===== src/rtl/stream_mux_pkt.sv =====
// stream_mux_pkt: registered NUM_CH:1 valid/ready stream mux with packet lock.
// A routing decision is made only in IDLE (from sel). It is then held until the
// beat carrying in_last is accepted, and every other input is backpressured.
// Optional feature macro: STREAM_MUX_SEL_CHECK_EN (adds the registered sel_err output).
// Ports:
//   clk, rst_n          rising-edge clock, asynchronous active-low reset
//   sel                 requested channel, sampled only in IDLE
//   in_data/valid/last  per-channel streams; channel i at [i*WIDTH +: WIDTH]
//   in_ready            per-channel ready (combinational from state and out_ready)
//   out_data/valid/last registered output beat
//   out_ready           downstream ready
//   busy                1 while a packet is open
//   sel_err             registered out-of-range sel flag (macro only)
module stream_mux_pkt #(
   parameter  int unsigned NUM_CH = 4,
   parameter  int unsigned WIDTH  = 8,
   localparam int unsigned SEL_W  = (NUM_CH > 1) ? $clog2(NUM_CH) : 1
) (
   input  logic                    clk,
   input  logic                    rst_n,
   input  logic [SEL_W-1:0]        sel,
   input  logic [NUM_CH*WIDTH-1:0] in_data,
   input  logic [NUM_CH-1:0]       in_valid,
   input  logic [NUM_CH-1:0]       in_last,
   output logic [NUM_CH-1:0]       in_ready,
   output logic [WIDTH-1:0]        out_data,
   output logic                    out_valid,
   output logic                    out_last,
   input  logic                    out_ready,
`ifdef STREAM_MUX_SEL_CHECK_EN
   output logic                    sel_err,
`endif
   output logic                    busy
);

   typedef enum logic [0:0] {
      S_IDLE = 1'b0,
      S_PKT  = 1'b1
   } state_t;

   state_t             r_state;
   logic [SEL_W-1:0]   r_cur_sel;
   logic [WIDTH-1:0]   r_out_data;
   logic               r_out_valid;
   logic               r_out_last;
   logic               r_busy;

   state_t             w_state_nxt;
   logic [SEL_W-1:0]   w_cur_sel_nxt;
   logic [WIDTH-1:0]   w_out_data_nxt;
   logic               w_out_valid_nxt;
   logic               w_out_last_nxt;
   logic               w_load_ok;
   logic [SEL_W-1:0]   w_route;
   logic               w_route_ok;
   logic [NUM_CH-1:0]  w_in_ready;
   logic               w_xfer;
   logic [WIDTH-1:0]   w_xdata;
   logic               w_xlast;

`ifdef STREAM_MUX_SEL_CHECK_EN
   logic r_sel_err;
   logic w_sel_err_nxt;
`endif

   // State and output registers
   always_ff @(posedge clk or negedge rst_n) begin
      if (!rst_n) begin
         r_state     <= S_IDLE;
         r_cur_sel   <= '0;
         r_out_data  <= '0;
         r_out_valid <= 1'b0;
         r_out_last  <= 1'b0;
         r_busy      <= 1'b0;
`ifdef STREAM_MUX_SEL_CHECK_EN
         r_sel_err   <= 1'b0;
`endif
      end else begin
         r_state     <= w_state_nxt;
         r_cur_sel   <= w_cur_sel_nxt;
         r_out_data  <= w_out_data_nxt;
         r_out_valid <= w_out_valid_nxt;
         r_out_last  <= w_out_last_nxt;
         r_busy      <= (w_state_nxt == S_PKT);
`ifdef STREAM_MUX_SEL_CHECK_EN
         r_sel_err   <= w_sel_err_nxt;
`endif
      end
   end

   // Routing, handshake and next-state logic
   always_comb begin
      w_state_nxt     = r_state;
      w_cur_sel_nxt   = r_cur_sel;
      w_out_data_nxt  = r_out_data;
      w_out_valid_nxt = r_out_valid;
      w_out_last_nxt  = r_out_last;
      w_in_ready      = '0;
      w_xfer          = 1'b0;
      w_xdata         = '0;
      w_xlast         = 1'b0;

      w_load_ok  = !r_out_valid || out_ready;
      w_route    = (r_state == S_IDLE) ? sel : r_cur_sel;
      // rst_n gating keeps every ready low while reset is asserted
      w_route_ok = rst_n && (32'(w_route) < NUM_CH) && w_load_ok;

      for (int unsigned i = 0; i < NUM_CH; i++) begin
         w_in_ready[i] = w_route_ok && (w_route == SEL_W'(i));
         if (w_in_ready[i] && in_valid[i]) begin
            w_xfer  = 1'b1;
            w_xdata = in_data[i*WIDTH +: WIDTH];
            w_xlast = in_last[i];
         end
      end

      if (w_xfer) begin
         w_out_data_nxt  = w_xdata;
         w_out_last_nxt  = w_xlast;
         w_out_valid_nxt = 1'b1;
         if (r_state == S_IDLE && !w_xlast) begin
            w_state_nxt   = S_PKT;
            w_cur_sel_nxt = sel;
         end else if (r_state == S_PKT && w_xlast) begin
            w_state_nxt   = S_IDLE;
         end
      end else if (out_ready) begin
         w_out_valid_nxt = 1'b0;
      end
   end

`ifdef STREAM_MUX_SEL_CHECK_EN
   // Flags an unroutable request while waiting for a packet
   always_comb begin
      w_sel_err_nxt = (r_state == S_IDLE) && (32'(sel) >= NUM_CH);
   end
   assign sel_err = r_sel_err;
`endif

   assign in_ready  = w_in_ready;
   assign out_data  = r_out_data;
   assign out_valid = r_out_valid;
   assign out_last  = r_out_last;
   assign busy      = r_busy;

endmodule

===== config.mk =====
export PLATFORM = sky130hd
export DESIGN_NAME = stream_mux_pkt
export DESIGN_NICKNAME = d
export VERILOG_FILES = /design/src/rtl/stream_mux_pkt.sv
export SDC_FILE = /design/constraint.sdc
export NUM_CORES = 1
export LEC_CHECK = 0
export CAP_MARGIN = 20
export CORE_MARGIN = 2
export CORE_UTILIZATION = 41
export DETAILED_ROUTE_END_ITERATION = 8
export PLACE_DENSITY = 0.86
export SYNTH_ARGS = -nofsm -noshare
export SYNTH_HDL_FRONTEND = slang
export SYNTH_SLANG_ARGS = --single-unit
export TNS_END_PERCENT = 1

===== constraint.sdc =====
create_clock -name clk -period 8.2 [get_ports clk]
set_input_delay 1.64 -clock clk [delete_from_list [all_inputs] [get_ports clk]]
set_output_delay 1.64 -clock clk [all_outputs]
set_load 0.01 [all_outputs]

### Yosys cells after proc, flatten, opt, wreduce, memory -nomap -nowiden

Index checks and enable logic that the tools add are counted.

| cells by class | value |
|---|---|
| magnitude comparators | 0 |
| reductions and logical operators | 19 |
| bitwise gates (word level) | 1 |
| multiply operators | 0 |
| mux-type cells | 17 |
| divide/modulo/power cells | 0 |
| add/sub/neg operators | 0 |
| equality and inequality tests | 3 |
| shift operators | 0 |

Operator list:

| cell | count |
|---|---|
| 8-bit 2-to-1 mux | 4 |
| 1-bit 2-to-1 mux | 12 |
| 1-bit logical AND | 11 |
| 2-bit == test, second input constant | 2 |
| 2-bit AND reduction | 2 |
| 2-bit nonzero test | 2 |
| 2-bit by 1-bit == test with 1-bit output, second input constant | 1 |
| 1-bit zero test | 2 |
| 2-bit zero test | 1 |
| 2-bit 2-to-1 mux | 1 |
| 1-bit logical OR | 1 |
| 1-bit NOT | 1 |

| word-level totals | value |
|---|---|
| bits in registers | 13 |
| output and inout port bits | 15 |
| word-level logic and storage cells | 45 |
| ROM bits | 0 |
| bits in latches | 0 |
| memories kept | 0 |
| input port bits | 45 |
| RAM bits | 0 |

### Longest topological paths before layout

| depth | value |
|---|---|
| word-level depth | 13 |
| depth in mapped cells | 10 |
| depth with buffers taken out | 8 |

### Worst setup path before layout

OpenSTA, ideal clock, no wires.

| timing | value |
|---|---|
| path type | in2out |
| start | input port sel[1] |
| end | output port in_ready[2] |
| data arrival time | 2.465 ns |
| setup slack | 4.095 ns |
| data required time | 6.560 ns |
| cell stages on the path | 4 |
| path through | mux2_4 -> nand3_1 -> buf_2 -> nor2_1 |

| on the way | value |
|---|---|
| cells in the longest elaborated chain, start to end | 3 |

RTL lines:

| what | RTL line | source |
|---|---|---|
| start, declared | 21 | `input logic [SEL_W-1:0] sel,` |
| 2-bit 2-to-1 mux | 104 | `w_route = (r_state == S_IDLE) ? sel : r_cur_sel;` |
| 2-bit == test | 109 | `w_in_ready[i] = w_route_ok && (w_route == SEL_W'(i));` |
| 1-bit logical AND | 109 |  |
| end, declared | 25 | `output logic [NUM_CH-1:0] in_ready,` |

Every way passes these cells.

### Worst setup path in the final report

| timing | value |
|---|---|
| start | input port rst_n |
| end | output port in_ready[1] |

| on the way | value |
|---|---|
| cells in the longest elaborated chain, start to end | 2 |

RTL lines:

| what | RTL line | source |
|---|---|---|
| start, declared | 20 | `input logic rst_n,` |
| 1-bit logical AND | 106 | `w_route_ok = rst_n && (32'(w_route) < NUM_CH) && w_load_ok;` |
| 1-bit logical AND | 109 |  |

Every way passes these cells.

==> flow_summary.yaml <==
critical_path:
  critPathKind: "input port to output port"
  crit_required_ps: 6560
  worstPathMaxFanout: 17
  r2r_slack_ps: 5090
  crit_path_start_kind: "input port"
  worstSetupEndpointType: "output port"
  worstPathArrival_ps: 4090
clock_tree:
  clk_path_buf_depth: 2
  cts_sinks: 13
  cts_hold_buf: 0
  clkTransAtPathRegs_ps: 80
  cts_buffers: 3
  h-tree-depth: 1
  post_cts_buffers: 0
  root_buffer: "clkbuf_4"
  post_cts_resized: 0
  clk_latency_ps: 280
  cts_tree: "done"
pwr:
  max-vdd-ir-drop_v: 0.0001899
  p_per_area_nw_per_um2: 267.6
  total_power_mw: 0.4430
  power.static_leakage_nw: 0.6262
timing:
  max_freq_mhz: 174.5
  rsz0062_at_grt: "false"
  max_slew_margin_pct: 27.44
  hold_viol_final: 0
  tns_ps: 0
  drv_slew: 0
  finalSetupViolations: 0
  finClkSkew_ps: 5.153
  finalCritPeriodShare_pct: 69.91
  tightest_slew_ps: 1058
  min_period_ps: 5732
floorplanning:
  die_w_um: 54.36
  die_area_um2: 2955
  die_h_um: 54.36
  io_pins: 60
  core_area_um2: 2432
  num_rows: 18
  start_util_pct: 42.75
outcome:
  outcome: "completed"
final_layout:
  num-fill-cells: 191
  drive_gt1_share_pct: 9.357
  syn_to_final_growth_pct: 59.21
  num-nets-final: 218
  antenna_cells: 0
synth:
  yosysTopAreaCell: "dfrtp_1"
  ys_top_cells_by_count: "nand3_1, dfrtp_1, inv_1"
  synthMostInstantiatedCell: "nand3_1"
  synth_async_sr_flop_share_pct: 100.0
  synthCells: 116
  synth_ff_type: "dfrtp_1"
  synth_area_per_cell_um2: 8.963
  ys_seq_area_share_pct: 31.29
  synth-seq-cells: 13
  syn-cell-area_um2: 1040
  syn-num-nets: 162
  yosysWarnings: 0
  synthTopCellsByArea: "dfrtp_1, nand3_1, o2111ai_1"
  synth-edff-count: 0
  yosysTopAreaCellShare_pct: 31.29
  yosysUniqueCellTypes: 26
routing:
  routed-via-count: 1138
  drc_errors: 0
  wirelength_um: 3222
  wl_per_cell_um: 16.03
  drtIter0Drc: 26
  via_per_inst: 5.662
  antenna_left: 0
  dr.pass1.iters: 4
global_route:
  grt_max_degree: 18
  grt_pass1_wl_um: 4774
  antenna_found_initial: 0
  first_global_vias: 1023
  overflow: 0
  grt_usage_pct: 22.68
run:
  cap_violations: 0
place:
  portBuffers: 59
  gp_congestion: 0.8631
  hpwl_um: 2452
min_path:
  hold_class: "register to register"
## flip-flops by register name, summed over array words and instances, names as in the netlist
name / cells
out_valid: 1
out_data: 8
busy: 1
out_last: 1
r_cur_sel: 2
## final cells by class
cell class                 instances  area (um2)  area share, %
inverter                          12       45.04          2.721
tap                               30       37.54          2.268
sequential                        13       325.3          19.65
multi-input combinational         83       630.6          38.10
timing repair buffer              59       590.6          35.68
clock buffer                       4       26.28          1.587
## worst max-delay path, cell delays in order
cell	delay [ps]
clkdlybuf4s50_1	940
inv_1	280
nor4_4	580
clkdlybuf4s50_1	660
## routing by layer
metal  track usage, %  wire [um]  part of all wire [%]  vias to the layer above
li1                 -          -                     -                      547
met1            30.17       1458                    45                      518
met2            35.34       1384                    43                       64
met3            3.552        308                   9.6                        9
met4            11.67         70                   2.2                        0
met5                0          0                     0                        -
## power breakdown
group	total [mW]	switching [mW]	leakage, nW	internal (mW)
clock network	0.0412	0.0223	0.0150	0.0189
logic	0.283	0.136	0.453	0.147
registers	0.119	0.0224	0.159	0.0962
## kinds of logic (layout without fill, tap and decap cells)
family	after synthesis	in the layout	share of synthesized area, %
mux	11	11	12.64
simple gates	49	49	27.80
compound gates	22	22	19.01
fa+ha+maj	1	1	1.203
buf+inv	20	75	8.062
flops	13	13	31.29
## through the flow
| step | utilization (%) | hold slack, ps | cell area [um2] | setup slack (ps) | std cells |
|---|---|---|---|---|---|
| 3_3_place_gp | 66.98 | 502.5 | 1629 | 2526 | 197 |
| 3_5_place_dp | 66.98 | 511.3 | 1629 | 2421 | 197 |
| 6_report | 68.06 | 515.2 | 1655 | 2468 | 201 |
| 2_1_floorplan | - | 503.4 | 1040 | 4095 | 116 |
| 4_1_cts | 68.06 | 522.3 | 1655 | 2425 | 201 |
| 5_1_grt | 68.06 | 543.7 | 1655 | 2278 | 201 |
## layout by cell type, fill, tap and decap left out, drive strengths merged, types with 2 or more instances in the layout
| cell | netlist | routed |
|---|---|---|
| clkdlybuf4s50 | 0 | 59 |
| o32ai | 2 | 2 |
| a21o | 9 | 9 |
| nor2 | 2 | 2 |
| o2111ai | 8 | 8 |
| nand3 | 34 | 34 |
| dfrtp | 13 | 13 |
| nand2 | 3 | 3 |
| inv | 12 | 12 |
| mux2 | 5 | 5 |
| o22ai | 2 | 2 |
| nand3b | 2 | 2 |
| clkbuf | 6 | 4 |
| nand2b | 2 | 2 |
| nor4 | 2 | 2 |
| mux2i | 6 | 6 |
## worst paths after layout
path	from	endpoint	depth (start not counted)
worst min-delay path	out_last	out_last	2
worst min register to register	out_last	out_last	2
worst max-delay path	rst_n	in_ready[1]	4
min in group asynchronous	rst_n	out_data[3]	1
worst max register to register	busy	busy	8
max in group asynchronous	rst_n	out_data[2]	1
Power figures use the tool's default switching activity.
